File: src/rtl/onehot_request_encoder.sv
// onehot_request_encoder
// Turns rising edges on four request lines into a registered 2-bit index
// stream with a valid/ready handshake. Each edge is held as a pending event
// until its index is accepted. Arbitration is round-robin or fixed priority.

module onehot_request_encoder #(
    parameter bit RR_ENABLE = 1'b1
) (
    input  logic       clock,
    input  logic       resetN,
    input  logic [3:0] requestIn,
    input  logic       indexReady,
    output logic [1:0] indexOut,
    output logic       indexValid,
    output logic [3:0] pendingOut,
    output logic       overflowOut
);

    localparam logic [0:0] IDLE = 1'b0;
    localparam logic [0:0] HOLD = 1'b1;

    logic [0:0] state;
    logic [3:0] reqPrev;
    logic [3:0] pending;
    logic [1:0] lastGrant;

    logic [3:0] rise;
    logic       accept;
    logic [3:0] acceptMask;
    logic [3:0] selSrc;
    logic [1:0] selIdx;
    logic [1:0] probe;

    // Edge detect, handshake and the selection source (accepted bit masked out)
    always_comb begin
        rise       = requestIn & ~reqPrev;
        accept     = indexValid && indexReady;
        acceptMask = accept ? (4'b0001 << indexOut) : 4'b0000;
        selSrc     = pending & ~acceptMask;
    end

    // Arbiter: round-robin starts one past lastGrant and wraps; fixed picks the highest bit.
    // Loops walk from lowest to highest priority so the last hit wins.
    always_comb begin
        selIdx = 2'b00;
        probe  = 2'b00;
        if (RR_ENABLE) begin
            for (int i = 4; i >= 1; i--) begin
                probe = lastGrant + 2'(i);
                if (selSrc[probe]) selIdx = probe;
            end
        end else begin
            for (int i = 0; i < 4; i++) begin
                if (selSrc[i]) selIdx = 2'(i);
            end
        end
    end

    // Event capture, pending bookkeeping, overflow pulse and last-grant tracking
    always_ff @(posedge clock or negedge resetN) begin
        if (!resetN) begin
            reqPrev     <= 4'b0000;
            pending     <= 4'b0000;
            overflowOut <= 1'b0;
            lastGrant   <= 2'b11;
        end else begin
            reqPrev     <= requestIn;
            // A rise on the bit being accepted re-arms it as a fresh event
            pending     <= (pending & ~acceptMask) | rise;
            // Rise onto a bit still waiting merges with it; flag it for one cycle
            overflowOut <= |(rise & pending & ~acceptMask);
            if (accept) lastGrant <= indexOut;
        end
    end

    // Output FSM: present an index, hold it under backpressure, chain on accept
    always_ff @(posedge clock or negedge resetN) begin
        if (!resetN) begin
            state      <= IDLE;
            indexOut   <= 2'b00;
            indexValid <= 1'b0;
        end else begin
            case (state)
                IDLE: begin
                    if (pending != 4'b0000) begin
                        indexOut   <= selIdx;
                        indexValid <= 1'b1;
                        state      <= HOLD;
                    end
                end
                HOLD: begin
                    if (accept) begin
                        if (selSrc != 4'b0000) begin
                            indexOut <= selIdx;
                        end else begin
                            indexValid <= 1'b0;
                            state      <= IDLE;
                        end
                    end
                end
                default: begin
                    state      <= IDLE;
                    indexValid <= 1'b0;
                end
            endcase
        end
    end

    assign pendingOut = pending;

endmodule

File: config.mk
export PLATFORM = sky130hd
export DESIGN_NAME = onehot_request_encoder
export DESIGN_NICKNAME = d
export VERILOG_FILES = /design/src/rtl/onehot_request_encoder.sv
export SDC_FILE = /design/constraint.sdc
export NUM_CORES = 1
export LEC_CHECK = 0
export ABC_AREA = 1
export CAP_MARGIN = 0
export CORE_MARGIN = 2
export CORE_UTILIZATION = 53
export CTS_BUF_LIST = sky130_fd_sc_hd__clkbuf_2 sky130_fd_sc_hd__clkbuf_4 sky130_fd_sc_hd__clkbuf_8
export CTS_CLUSTER_DIAMETER = 80
export DETAILED_ROUTE_END_ITERATION = 10
export PLACE_DENSITY = 0.81
export SLEW_MARGIN = 0
export SYNTH_ARGS = -nofsm -noshare
export SYNTH_HDL_FRONTEND = slang
export SYNTH_SLANG_ARGS = --single-unit
File: constraint.sdc
create_clock -name clock -period 1.9 [get_ports clock]
set_input_delay 0.475 -clock clock [delete_from_list [all_inputs] [get_ports clock]]
set_output_delay 0.475 -clock clock [all_outputs]
set_load 0.02 [all_outputs]
# Word level (Yosys, flattened, before mapping)
# Index checks and enable logic that the tools add are counted.
[word_totals]
register_bits = 15
in_bits = 7
wordCells = 58
[classes]
n_addsub = 3
order_cmp = 4
eq_ne = 4
shifts = 1
n_mux = 25
bitwise_logic = 8
n_reduce_logical = 6
[ops]
columns = ["operator", "count"]
rows = [
  ["4-bit AND", 4],
  ["2-bit 2-to-1 mux", 7],
  ["2-bit by 3-bit less-than comparator with 1-bit output (second input constant)", 4],
  ["1-bit 2-to-1 mux", 10],
  ["1-bit binary-select mux with 2-bit select", 4],
  ["4-bit NOT", 2],
  ["4-bit nonzero test", 2],
  ["3-bit AND reduction", 2],
  ["2-bit adder (second input constant)", 2],
  ["4-bit 2-to-1 mux", 1],
  ["2-bit by 1-bit != test with 1-bit output (second input constant)", 2],
  ["2-bit != test (second input constant)", 2],
  ["4-bit OR", 1],
  ["1-bit one-hot mux with 2 select lines", 2],
  ["2-bit one-hot mux with 2 select lines", 1],
  ["4-bit OR reduction", 1],
  ["1-bit by 2-bit << shifter with 4-bit output (first input constant)", 1],
  ["2-bit by 1-bit adder with 2-bit output (second input constant)", 1],
  ["1-bit logical AND", 1],
  ["1-bit NOT", 1],
]

# Depth between registers and ports, before layout
[depth]
word_depth = 13
ltp_mapped = 14

# Least setup slack after synthesis
# Ideal clock, no wire load.
[synth_path]
kind = "register -> register"
start = "register indexValid"
end = "register indexOut[0]"
setup_ns = 0.117
t_arrival_ns = 1.334
required_time_ns = 1.783
path_slack_ns = 0.449
path_stages_with_launch = 15
n_path_buf = 0
synth_period_minus_slack_ns = 1.451
cell_sequence = "dfrtp_1 > nand2_2 > inv_2 > nand2_1 > nand3_1 > nand2_1 > nand2_2 > nand2_2 > clkinv_1 > nand2_1 > nand2_1 > nand2_1 > nand2_1 > nand2_1 > nand2_1"
[synth_between]
elab_chain_cells = 13
[synth_lines]
columns = ["element", "line_no", "text"]
rows = [
  ["from (decl)", "14", "output logic indexValid,"],
  ["from (signal assigned)", "81", "indexValid <= 1'b0;"],
  ["from (signal assigned)", "87", "indexValid <= 1'b1;"],
  ["from (signal assigned)", "96", "indexValid <= 1'b0;"],
  ["1-bit logical AND *", "37", "accept = indexValid && indexReady;"],
  ["4-bit 2-to-1 mux", "38", "acceptMask = accept ? (4'b0001 << indexOut) : 4'b0000;"],
  ["4-bit NOT", "39", "selSrc = pending & ~acceptMask;"],
  ["4-bit AND", "39", ""],
  ["1-bit binary-select mux with 2-bit select", "50", "if (selSrc[probe]) selIdx = probe;"],
  ["1-bit 2-to-1 mux (not written as such)", "50", ""],
  ["2-bit 2-to-1 mux (4 in series)", "50", ""],
  ["2-bit 2-to-1 mux", "93", "if (selSrc != 4'b0000) begin"],
  ["2-bit 2-to-1 mux", "92", "if (accept) begin"],
  ["2-bit one-hot mux with 2 select lines", "83", "case (state)"],
  ["to (signal assigned)", "86", "indexOut <= selIdx;"],
  ["to (signal assigned)", "94", "indexOut <= selIdx;"],
  ["to (decl)", "13", "output logic [1:0] indexOut,"],
]
# Mark *: on every way between the ends. The rest lies on a longest branch, timed or not. The select of a mux whose other input is x is not followed.
# A chain may end at the register's enable or synchronous reset.

# Final worst setup path
[layout_path]
start = "register indexOut[0]"
end = "output port indexOut[0]"
# No word-level cell between the ends.

==> flow_summary_export.csv <==
group,metric,value,unit
outcome,run_status,"complete, no violations",
timing,finalCritPeriodShare,96.83,%
timing,report.final.hold_viol_count,0,
timing,hold_ws,0.4637,ns
synth,ys_ff_latch,15,
timing,timing.final.max_slew_violations,0,
critical_path,regToRegStartpoint,"lastGrant[0]$_DFFE_PN1P_",
grt,first_global_vias,803,
clock_tree,clock_sinks,15,
synth,fraction_of_post_synthesis_cell_area_in_the_top_cell_type_by_area,39.22,%
critical_path,element_type_at_the_critical_path_start,"flip-flop",
timing,timing.setup.tns,0,ns
timing,timing.max_slew.rel_slack,78.33,%
layout,n_antenna_cell,0,
synth,mappedNetlistArea,829.5,sq um
critical_path,r2r_cells,11,
synth,ys.flop_type,"sky130_fd_sc_hd__dfrtp_1",
route,via_per_inst,5.338,
timing,worst_tran_pin_value,0.3220,ns
synth,synthesized_instance_count,112,
job,number_of_max_cap_violations,0,
synth,yosys.cell_types.count,19,
die,floorplan.initialDensity,55.71,%
die,boundaryPins,15,
layout,layout-drive-gt1-share,18.52,%
layout,area_growth_syn_to_layout,27.45,%
synth,async_reset_ff_share,100.0,%
synth,netlist.top_cell.by_area,"sky130_fd_sc_hd__dfrtp_1",
placed_design,placement.setup.worst_slack,-0.06782,ns
synth,synthesis.yosys.warnings,0,
grt,grt_use_total,22.16,%
critical_path,timing.critical_path.arrival,1.36,ns
critical_path,worst-path-max-fanout,6,
clock_tree,cts_tree,"built",
grt,grt_pass1_wl,3153,um
synth,synth-edff-count,0,
synth,syn-mean-instance-area,7.407,sq um
hold_path,hold_path_end,"pendingOut[3]$_DFF_PN0_",
layout,nNetsFinal,143,
route,drt_first_pass_iters,4,
layout,layoutNonFillerInstCount,151,
clock_tree,ctsRootBufferMaster,"sky130_fd_sc_hd__clkbuf_4",
clock_tree,h_tree_level_count,1,
clock_tree,clkTransAtPathRegs,0.09,ns
critical_path,timing_worst_setup_path_type,"reg -> out",
critical_path,cp_num_buf_inv,1,
timing,report.final.setup_viol,0,
placed_design,dp.final_hpwl,1426,um
grt,globalRoute.totalOverflow,0,
die,die_w,43.56,um
layout,mostFrequentLayoutCell,"sky130_fd_sc_hd__nand2_1",
critical_path,regToRegEndpoint,"indexOut[0]$_DFFE_PN0P_",
placed_design,placement.cell_area,1027,sq um
critical_path,worstPathRequired,1.42,ns
route,detail-route-antenna-nets,0,
synth,synthTopCellsByArea,"sky130_fd_sc_hd__dfrtp_1, sky130_fd_sc_hd__nand2_1, sky130_fd_sc_hd__nand3_1, sky130_fd_sc_hd__dfstp_2, sky130_fd_sc_hd__inv_1",
die,row_count,14,
route,routed_wire_length_per_instance,11.66,um
critical_path,cp_num_cells,1,
die,placeableCoreArea,1489,sq um
critical_path,largest_delay_contributor_family_on_the_critical_path,"buffers and inverters",
hold_path,min_delay_path_depth,1,
clock_tree,clock_path_buffers,2,
timing,finalCriticalPeriod,1.840,ns
clock_tree,hold_buffers,0,
synth,syn_nets,119,
clock_tree,cts-buffers-inserted,3,
timing,rsz0062_at_grt,"no",
hold_path,min-delay-start,"reqPrev[3]$_DFF_PN0_",
critical_path,crit_chain,"clkdlybuf4s50_1",
pwr,power.static_leakage,0.0005690,uW
die,dieHeight,43.56,um
timing,finalWorstSetupSlack,0.06032,ns
critical_path,cp_slowest_cell,"sky130_fd_sc_hd__clkdlybuf4s50_1",
grt,grt_max_degree,16,
grt,grt_antenna_before_repair,0,
hold_path,type_of_the_tightest_min_delay_check,"reg -> reg",
timing,finalClockSkew,0.002279,ns
layout,most_frequent_cells_in_the_layout,"sky130_fd_sc_hd__nand2_1, sky130_fd_sc_hd__dfrtp_1, sky130_fd_sc_hd__clkdlybuf4s50_1",
critical_path,setup.reg_to_reg.worst_slack,0.36,ns
synth,synth_sequential_area_ratio,45.55,%
placed_design,dpl.cell_count,147,
critical_path,critical_path.max_stage_delay,0.64,ns
layout,post-route-cell-area,1057,sq um
pwr,power_density_over_the_cells,1872,nW/um^2
timing,fmaxAchievable,0.5436,GHz
pwr,vdd_ir_drop_max,0.0008920,V
critical_path,critical_path_endpoint_category,"output pin",
route,drc,0,
clock_tree,post_cts.repair.setup_buffers,0,
route,drtIter0Drc,7,
route,routed_wl,1760,um
die,floorplan.die_area,1897,sq um
route,num_vias,806,
placed_design,place.port_buffers,14,
clock_tree,worstSkewPairLatency,0.27,ns
placed_design,gp_congestion,0.7998,
[cell families (layout without fill, tap and decap cells)]
kind of cell | count (synthesis) | in the layout | share of synthesized area (%)
compound gates | 9 | 9 | 5.883
xor+xnor | 1 | 1 | 1.961
buf+inv | 17 | 40 | 8.144
flops | 15 | 15 | 45.55
simple gates | 70 | 70 | 38.46
[state kept, by name (all words and copies together) (netlist names)]
name and count:
state 1, lastGrant 2, reqPrev 4, pendingOut 4, indexValid 1, overflowOut 1, indexOut 2
[report_power, final]
part           switching, uW  total, uW  internal, uW
clock                   97.2        175          77.9
sequential               170        614           444
combinational            679       1190           511
total                    946       1980          1030
[what timing repair did]
item | CTS | global route
hold endpoints to repair | 0 | 0
endpoints found under the setup margin | 0 | 1
gates resized for setup | 0 | 1
[worst max path at each step]
stage                            startpoint                 endpoint
global route        pendingOut[0]$_DFF_PN0_            pendingOut[0]
floorplan            indexValid$_DFFE_PN0P_  indexOut[0]$_DFFE_PN0P_
global placement                 indexReady  indexOut[0]$_DFFE_PN0P_
detailed placement               indexReady  indexOut[0]$_DFFE_PN0P_
CTS                 indexOut[1]$_DFFE_PN0P_              indexOut[1]
finish              indexOut[0]$_DFFE_PN0P_              indexOut[0]
[stage by stage]
| stage | utilization [%] | power, uW |
|---|---|---|
| finish | 71.01 | 1979 |
| global route | 71.01 | 2186 |
| CTS | 70.84 | 1994 |
| detailed placement | 68.99 | 1814 |
| global placement | 68.99 | 1767 |
| floorplan | - | 1390 |
[final cells by class]
cell class                      instances  area, sq um
Clock buffer                            3        22.52
Clock inverter                          1        5.005
Fill cell                             119        431.7
Inverter                               16        60.06
Multi-Input combinational cell         80        384.1
Sequential cell                        15        377.9
Tap cell                               16        20.02
Timing Repair Buffer                   20        187.7
[cell usage after synthesis (2+ instances only)]
master / number
sky130_fd_sc_hd__nand2_1: 41
sky130_fd_sc_hd__dfrtp_1: 13
sky130_fd_sc_hd__inv_1: 11
sky130_fd_sc_hd__nand3_1: 11
sky130_fd_sc_hd__o21ai_0: 6
sky130_fd_sc_hd__nand2_2: 5
sky130_fd_sc_hd__nor2_1: 5
sky130_fd_sc_hd__inv_2: 4
sky130_fd_sc_hd__nand3_2: 3
sky130_fd_sc_hd__a21oi_1: 2
sky130_fd_sc_hd__dfstp_2: 2
sky130_fd_sc_hd__nor3_1: 2
[routing by layer]
metal  part of all wire (%)  GRT usage [%]  vias to the layer above
met2                     55          42.06                       22
met3                    4.8          3.750                        2
met1                     40          24.59                      376
met5                      0              0                        -
met4                   0.68          7.273                        0
li1                       -              -                      406
(Power assumes the default switching activity.)
